===== config.mk =====
export PLATFORM = sky130hd
export DESIGN_NAME = shift_collector
export DESIGN_NICKNAME = d
export VERILOG_FILES = /design/src/rtl/shift_pkg.sv /design/src/rtl/shift_collector_outreg.sv /design/src/rtl/shift_collector.sv
export SDC_FILE = /design/constraint.sdc
export NUM_CORES = 1
export LEC_CHECK = 0
export ABC_AREA = 0
export CORE_AREA = 2 2 39 41
export DETAILED_ROUTE_END_ITERATION = 12
export DIE_AREA = 0 0 41 43
export PLACE_DENSITY_LB_ADDON = 0.1
export SYNTH_ARGS = -nofsm -noshare
export SYNTH_HDL_FRONTEND = slang
export SYNTH_SLANG_ARGS = --single-unit

===== constraint.sdc =====
create_clock -name clock -period 2.65 [get_ports clock]
set_clock_uncertainty 0.05 [all_clocks]
set_input_delay 0.265 -clock clock [delete_from_list [all_inputs] [get_ports clock]]
set_output_delay 0.265 -clock clock [all_outputs]
set_load 0.02 [all_outputs]

===== src/rtl/shift_pkg.sv =====
// Shared types and constants for the shifter / collector datapath.
//   collect_state_t : collector FSM state (idle / mid-word)
//   ORDER_LSB/MSB   : assembly-order encoding, shared with shifter control
package shift_pkg;

    typedef enum logic {
        S_IDLE    = 1'b0,
        S_COLLECT = 1'b1
    } collect_state_t;

    localparam logic ORDER_LSB = 1'b0;
    localparam logic ORDER_MSB = 1'b1;

endpackage


===== src/rtl/shift_collector_outreg.sv =====
// One-word output register with valid/ready drain.
//   clock_i, reset_i : clock, synchronous active-high reset
//   load_i           : a finished word is presented this cycle
//   load_data_i      : the finished word
//   out_ready_i      : consumer takes the word when valid && ready
//   out_data_o       : held word (stable while valid && !ready)
//   out_valid_o      : out_data_o holds an unconsumed word
module shift_collector_outreg #(
    parameter int WIDTH = 4
) (
    input  logic             clock_i,
    input  logic             reset_i,
    input  logic             load_i,
    input  logic [WIDTH-1:0] load_data_i,
    input  logic             out_ready_i,
    output logic [WIDTH-1:0] out_data_o,
    output logic             out_valid_o
);

    logic [WIDTH-1:0] data_q;
    logic             valid_q;

    always_ff @(posedge clock_i) begin
        if (reset_i) begin
            data_q  <= '0;
            valid_q <= 1'b0;
        end else if (load_i) begin
            // A new word wins over a drain in the same cycle: no bubble.
            data_q  <= load_data_i;
            valid_q <= 1'b1;
        end else if (valid_q && out_ready_i) begin
            valid_q <= 1'b0;
        end
    end

    assign out_data_o  = data_q;
    assign out_valid_o = valid_q;

endmodule


===== src/rtl/shift_collector.sv =====
// Serial-to-parallel collector: assembles the bit shifted out of the barrel
// shifter each step into WIDTH-bit words, LSB-first or MSB-first, and
// presents them on a valid/ready port through a one-word output register.
//   clock, reset         : clock, synchronous active-high reset
//   bit_in, bit_valid    : serial bit and its qualifier
//   bit_ready            : collector accepts bit_in this cycle
//   msb_first            : order for the next word (latched on its first bit)
//   flush                : discard the partial word in progress
//   out_data, out_valid  : finished word and its qualifier
//   out_ready            : consumer handshake
//   bit_count            : bits held in the current partial word
module shift_collector
    import shift_pkg::*;
#(
    parameter int WIDTH = 4,
    parameter int CNTW  = $clog2(WIDTH)
) (
    input  logic             clock,
    input  logic             reset,
    input  logic             bit_in,
    input  logic             bit_valid,
    output logic             bit_ready,
    input  logic             msb_first,
    input  logic             flush,
    output logic [WIDTH-1:0] out_data,
    output logic             out_valid,
    input  logic             out_ready,
    output logic [CNTW-1:0]  bit_count
);

    collect_state_t   state_q;
    logic [WIDTH-1:0] acc_q, acc_d;
    logic [CNTW-1:0]  cnt_q;
    logic             order_q;

    logic accept;
    logic last_bit;
    logic cur_order;
    logic word_done;

    assign last_bit = (cnt_q == CNTW'(WIDTH - 1));

    // Only the word-completing bit stalls, and only while the output
    // register is full and not draining this cycle.
    assign bit_ready = !reset && !flush && !(last_bit && out_valid && !out_ready);
    assign accept    = bit_valid && bit_ready;
    assign word_done = accept && last_bit;

    // The first bit of a word samples msb_first directly; later bits use the
    // latched order so mid-word changes are ignored.
    assign cur_order = (state_q == S_IDLE) ? msb_first : order_q;

    always_comb begin
        acc_d = acc_q;
        if (cur_order == ORDER_MSB) begin
            acc_d = {acc_q[WIDTH-2:0], bit_in};
        end else begin
            acc_d = {bit_in, acc_q[WIDTH-1:1]};
        end
    end

    always_ff @(posedge clock) begin
        if (reset) begin
            acc_q   <= '0;
            cnt_q   <= '0;
            order_q <= ORDER_LSB;
            state_q <= S_IDLE;
        end else if (flush) begin
            acc_q   <= '0;
            cnt_q   <= '0;
            state_q <= S_IDLE;
        end else if (accept) begin
            order_q <= cur_order;
            if (last_bit) begin
                acc_q   <= '0;
                cnt_q   <= '0;
                state_q <= S_IDLE;
            end else begin
                acc_q   <= acc_d;
                cnt_q   <= cnt_q + CNTW'(1);
                state_q <= S_COLLECT;
            end
        end
    end

    assign bit_count = cnt_q;

    shift_collector_outreg #(
        .WIDTH(WIDTH)
    ) u_outreg (
        .clock_i    (clock),
        .reset_i    (reset),
        .load_i     (word_done),
        .load_data_i(acc_d),
        .out_ready_i(out_ready),
        .out_data_o (out_data),
        .out_valid_o(out_valid)
    );

endmodule


==> reports/metrics.csv <==
stage;metric;value;unit
run_status;status;finished clean;
setup_path;r2r_setup_slack;980;ps
floorplan;row_count;14;
global_routing;grt_usage;17.00;%
power;internal-power;273.7;uW
setup_path;critPathKind;in2out;
timing;grt_setup_unrepaired;false;
power;p_sw_share;22.93;%
hold_path;worstHoldPathType;reg2reg;
setup_path;critPathCapture;bit_ready;
power;p_leak;0.2714;nW
setup_path;r2r-end;bit_count[0]$_SDFFE_PP0P_;
floorplan;io_pins;15;
power;combPwrFrac;10.0;%
global_routing;grt_pass1_wl;2042;um
placement;hpwlAfterDp;922;um
synth;synthArstFlopShare;0;%
placement;place.gp.congestion;0.7872;
cts;clock_latency;270;ps
cts;cts_buffers;3;
layout;layout-drive-gt1-share;8.000;%
layout;fin_nets;84;
placement;place_area;742.0;sq um
setup_path;cp.arrival;1930;ps
floorplan;core_area;0.001384;sq mm
synth;avgSynthCellArea;10.11;sq um
power;power.net_switching;81.43;uW
setup_path;crit_path_end_kind;output pin;
setup_path;r2r_start;bit_count[0]$_SDFFE_PP0P_;
floorplan;dieArea;0.001763;sq mm
timing;hold_viol;0;
detailed_routing;viasPerCell;5.725;
detailed_routing;drc;0;
power;ir_drop;0.3346;mV
timing;relSlewSlack;62.76;%
synth;seq_area_frac_synth;42.89;%
global_routing;grt_overflow;0;
global_routing;grt_pass1_vias;509;
power;p_per_area;462.3;mW/mm^2
layout;antenna_cells;0;
cts;ctsHoldBuffers;0;
cts;cts_setup_buffers;0;
setup_path;cp_slowest_cell;clkdlybuf4s50_1;
timing;tns;0;ps
global_routing;grt_max_degree;10;
layout;syn2layout_area_growth;26.60;%
synth;yosysUniqueCellTypes;27;
setup_path;start_kind;input port;
run;drv_cap;0;
timing;period_share;84.74;%
detailed_routing;dr.pass1.iters;4;
detailed_routing;routed_wl;1186;um
setup_path;startpoint;reset;
setup_path;critPathMaxStageDelay;600;ps
floorplan;fp.dieW;41;um
synth;syn_inst;60;
cts;cts_root_buf;clkbuf_4;
detailed_routing;vias;521;
detailed_routing;wl_per_cell;13.03;um
detailed_routing;drt_iter0_drc;11;
setup_path;cp.depth;4;
setup_path;critical_path.top_delay_family;buffers and inverters;
power;clock_power_share;34.1;%
layout;utilization;55.52;%
timing;maxSlewViolCount;0;
floorplan;fp.dieH;43;um
synth;ys_seq_elements;13;
synth;ys_warn_count;0;
timing;fmax;0.4453;GHz
synth;synth_ff_type;dfxtp_1;
timing;finalSetupViolations;0;
cts;cts_tree;yes;
cts;clk_pin_slew;70;ps
cts;cts_resized;0;
setup_path;path_buf_inv;2;
synth;syn_area;606.8;sq um
cts;cts.sinks;13;
floorplan;initial_core_util;43.85;%
layout;final_area;768.2;sq um
cts;clk_path_buf_depth;2;
setup_path;cp.required;2340;ps
setup_path;crit_fanout;9;
timing;tightest_slew;543.1;ps
placement;port_buffers;14;
setup_path;path_cells;clkdlybuf4s50_1 > or2_1 > nor2_1 > clkdlybuf4s50_1;
global_routing;antenna_found_initial;0;
setup_path;worstRegToRegCells;4;
power;seq_power_share;55.9;%
setup_path;cp_common_cell;clkdlybuf4s50_1;
synth;synth_edf_count;0;
cts;htree_num_levels;1;
synth;synth_fp_nets;68;
timing;period_minus_slack;2246;ps
detailed_routing;ant_nets;0;
[synth_stat cells, drive strengths merged (2+ instances only)]
| master | n | area [sq um] |
|---|---|---|
| a211oi | 5 | 42.54 |
| a21oi | 3 | 15.01 |
| a31oi | 5 | 31.28 |
| buf | 4 | 32.53 |
| dfxtp | 13 | 260.3 |
| mux2i | 5 | 50.05 |
| nand2b | 2 | 12.51 |
| nand4 | 2 | 12.51 |
| nor2 | 2 | 7.510 |
| o2bb2ai | 4 | 35.03 |
[through the flow]
stage / instances / setup slack, ps / hold WS [ps] / total power [mW]
after floorplan: 60 / 974.5 / 361.8 / 0.2248
after global placement: 87 / 436.0 / 402.0 / 0.2383
after detailed placement: 87 / 403.1 / 402.7 / 0.2385
after CTS: 91 / 402.3 / 421.0 / 0.3592
after global routing: 91 / 277.6 / 436.1 / 0.3697
final: 91 / 404.4 / 418.0 / 0.3551
[worst min-delay path by stage]
stage	startpoint	endpoint	slack, ps	cells past startpoint
after floorplan	msb_first	order_q$_SDFFE_PP0P_	360	2
after global placement	acc_q[0]$_SDFFE_PP0P_	acc_q[0]$_SDFFE_PP0P_	400	1
after global routing	acc_q[0]$_SDFFE_PP0P_	acc_q[0]$_SDFFE_PP0P_	440	1
final	acc_q[3]$_SDFFE_PP0P_	acc_q[3]$_SDFFE_PP0P_	420	1
after detailed placement	acc_q[3]$_SDFFE_PP0P_	acc_q[3]$_SDFFE_PP0P_	400	1
after CTS	acc_q[3]$_SDFFE_PP0P_	acc_q[3]$_SDFFE_PP0P_	420	1
[area by class of cell]
| class | instances | area [sq um] |
|---|---|---|
| fillers | 132 | 615.6 |
| multi-input cells | 42 | 310.3 |
| flip-flops and latches | 13 | 260.3 |
| repair buffers | 15 | 147.6 |
| clock buffers | 4 | 26.28 |
| well taps | 16 | 20.02 |
| inverters | 1 | 3.754 |
[state kept, by name (all words and copies together) (netlist names)]
register and cells:
acc_q 4, bit_count 2, order_q 1, state_q 1, u_outreg.out_data_o 4, u_outreg.out_valid_o 1
[kinds of logic after synthesis]
| kind of cell | Yosys count | share of synthesized area (%) |
|---|---|---|
| flops | 13 | 42.89 |
| buf+inv | 5 | 5.979 |
| compound gates | 20 | 24.33 |
| fa+ha+maj | 1 | 2.062 |
| mux | 5 | 8.248 |
| simple gates | 16 | 16.50 |
[cells in the final DEF (no fill, tap or decap)]
master	Yosys	final
a211oi_1	4	4
a211oi_2	1	1
a21oi_1	3	3
a31oi_1	5	5
and3_1	1	1
and3b_1	1	1
buf_4	0	1
clkbuf_1	0	1
clkbuf_4	0	3
clkdlybuf4s50_1	0	14
dfxtp_1	13	13
ha_1	1	1
inv_1	1	1
mux2i_1	5	5
nand2_1	1	1
nand2b_1	2	2
nand3_1	1	1
nand3b_1	1	1
nand4_1	2	2
nor2_1	2	2
nor2b_1	1	1
nor3_1	1	1
nor3b_1	1	1
o211ai_1	1	1
o2bb2ai_1	4	4
o31ai_1	1	1
o41ai_1	1	1
or2_1	1	1
or4_4	1	1
[power by group through the flow]
stage / Clock (mW) / Sequential (mW) / Combinational, mW
2_1_floorplan: 0 / 0.204 / 0.0213
3_3_place_gp: 0 / 0.203 / 0.0351
3_5_place_dp: 0 / 0.203 / 0.0353
4_1_cts: 0.125 / 0.199 / 0.0355
5_1_grt: 0.132 / 0.199 / 0.0389
6_report: 0.121 / 0.199 / 0.0354
[metal layers]
metal	vias to the layer above	global-route usage, %	routed length [um]
li1	265	-	-
met1	242	22.44	587
met2	12	24.69	537
met3	2	3.141	50
met4	0	10.00	10
met5	-	0	0
Power figures use the tool's default switching activity.
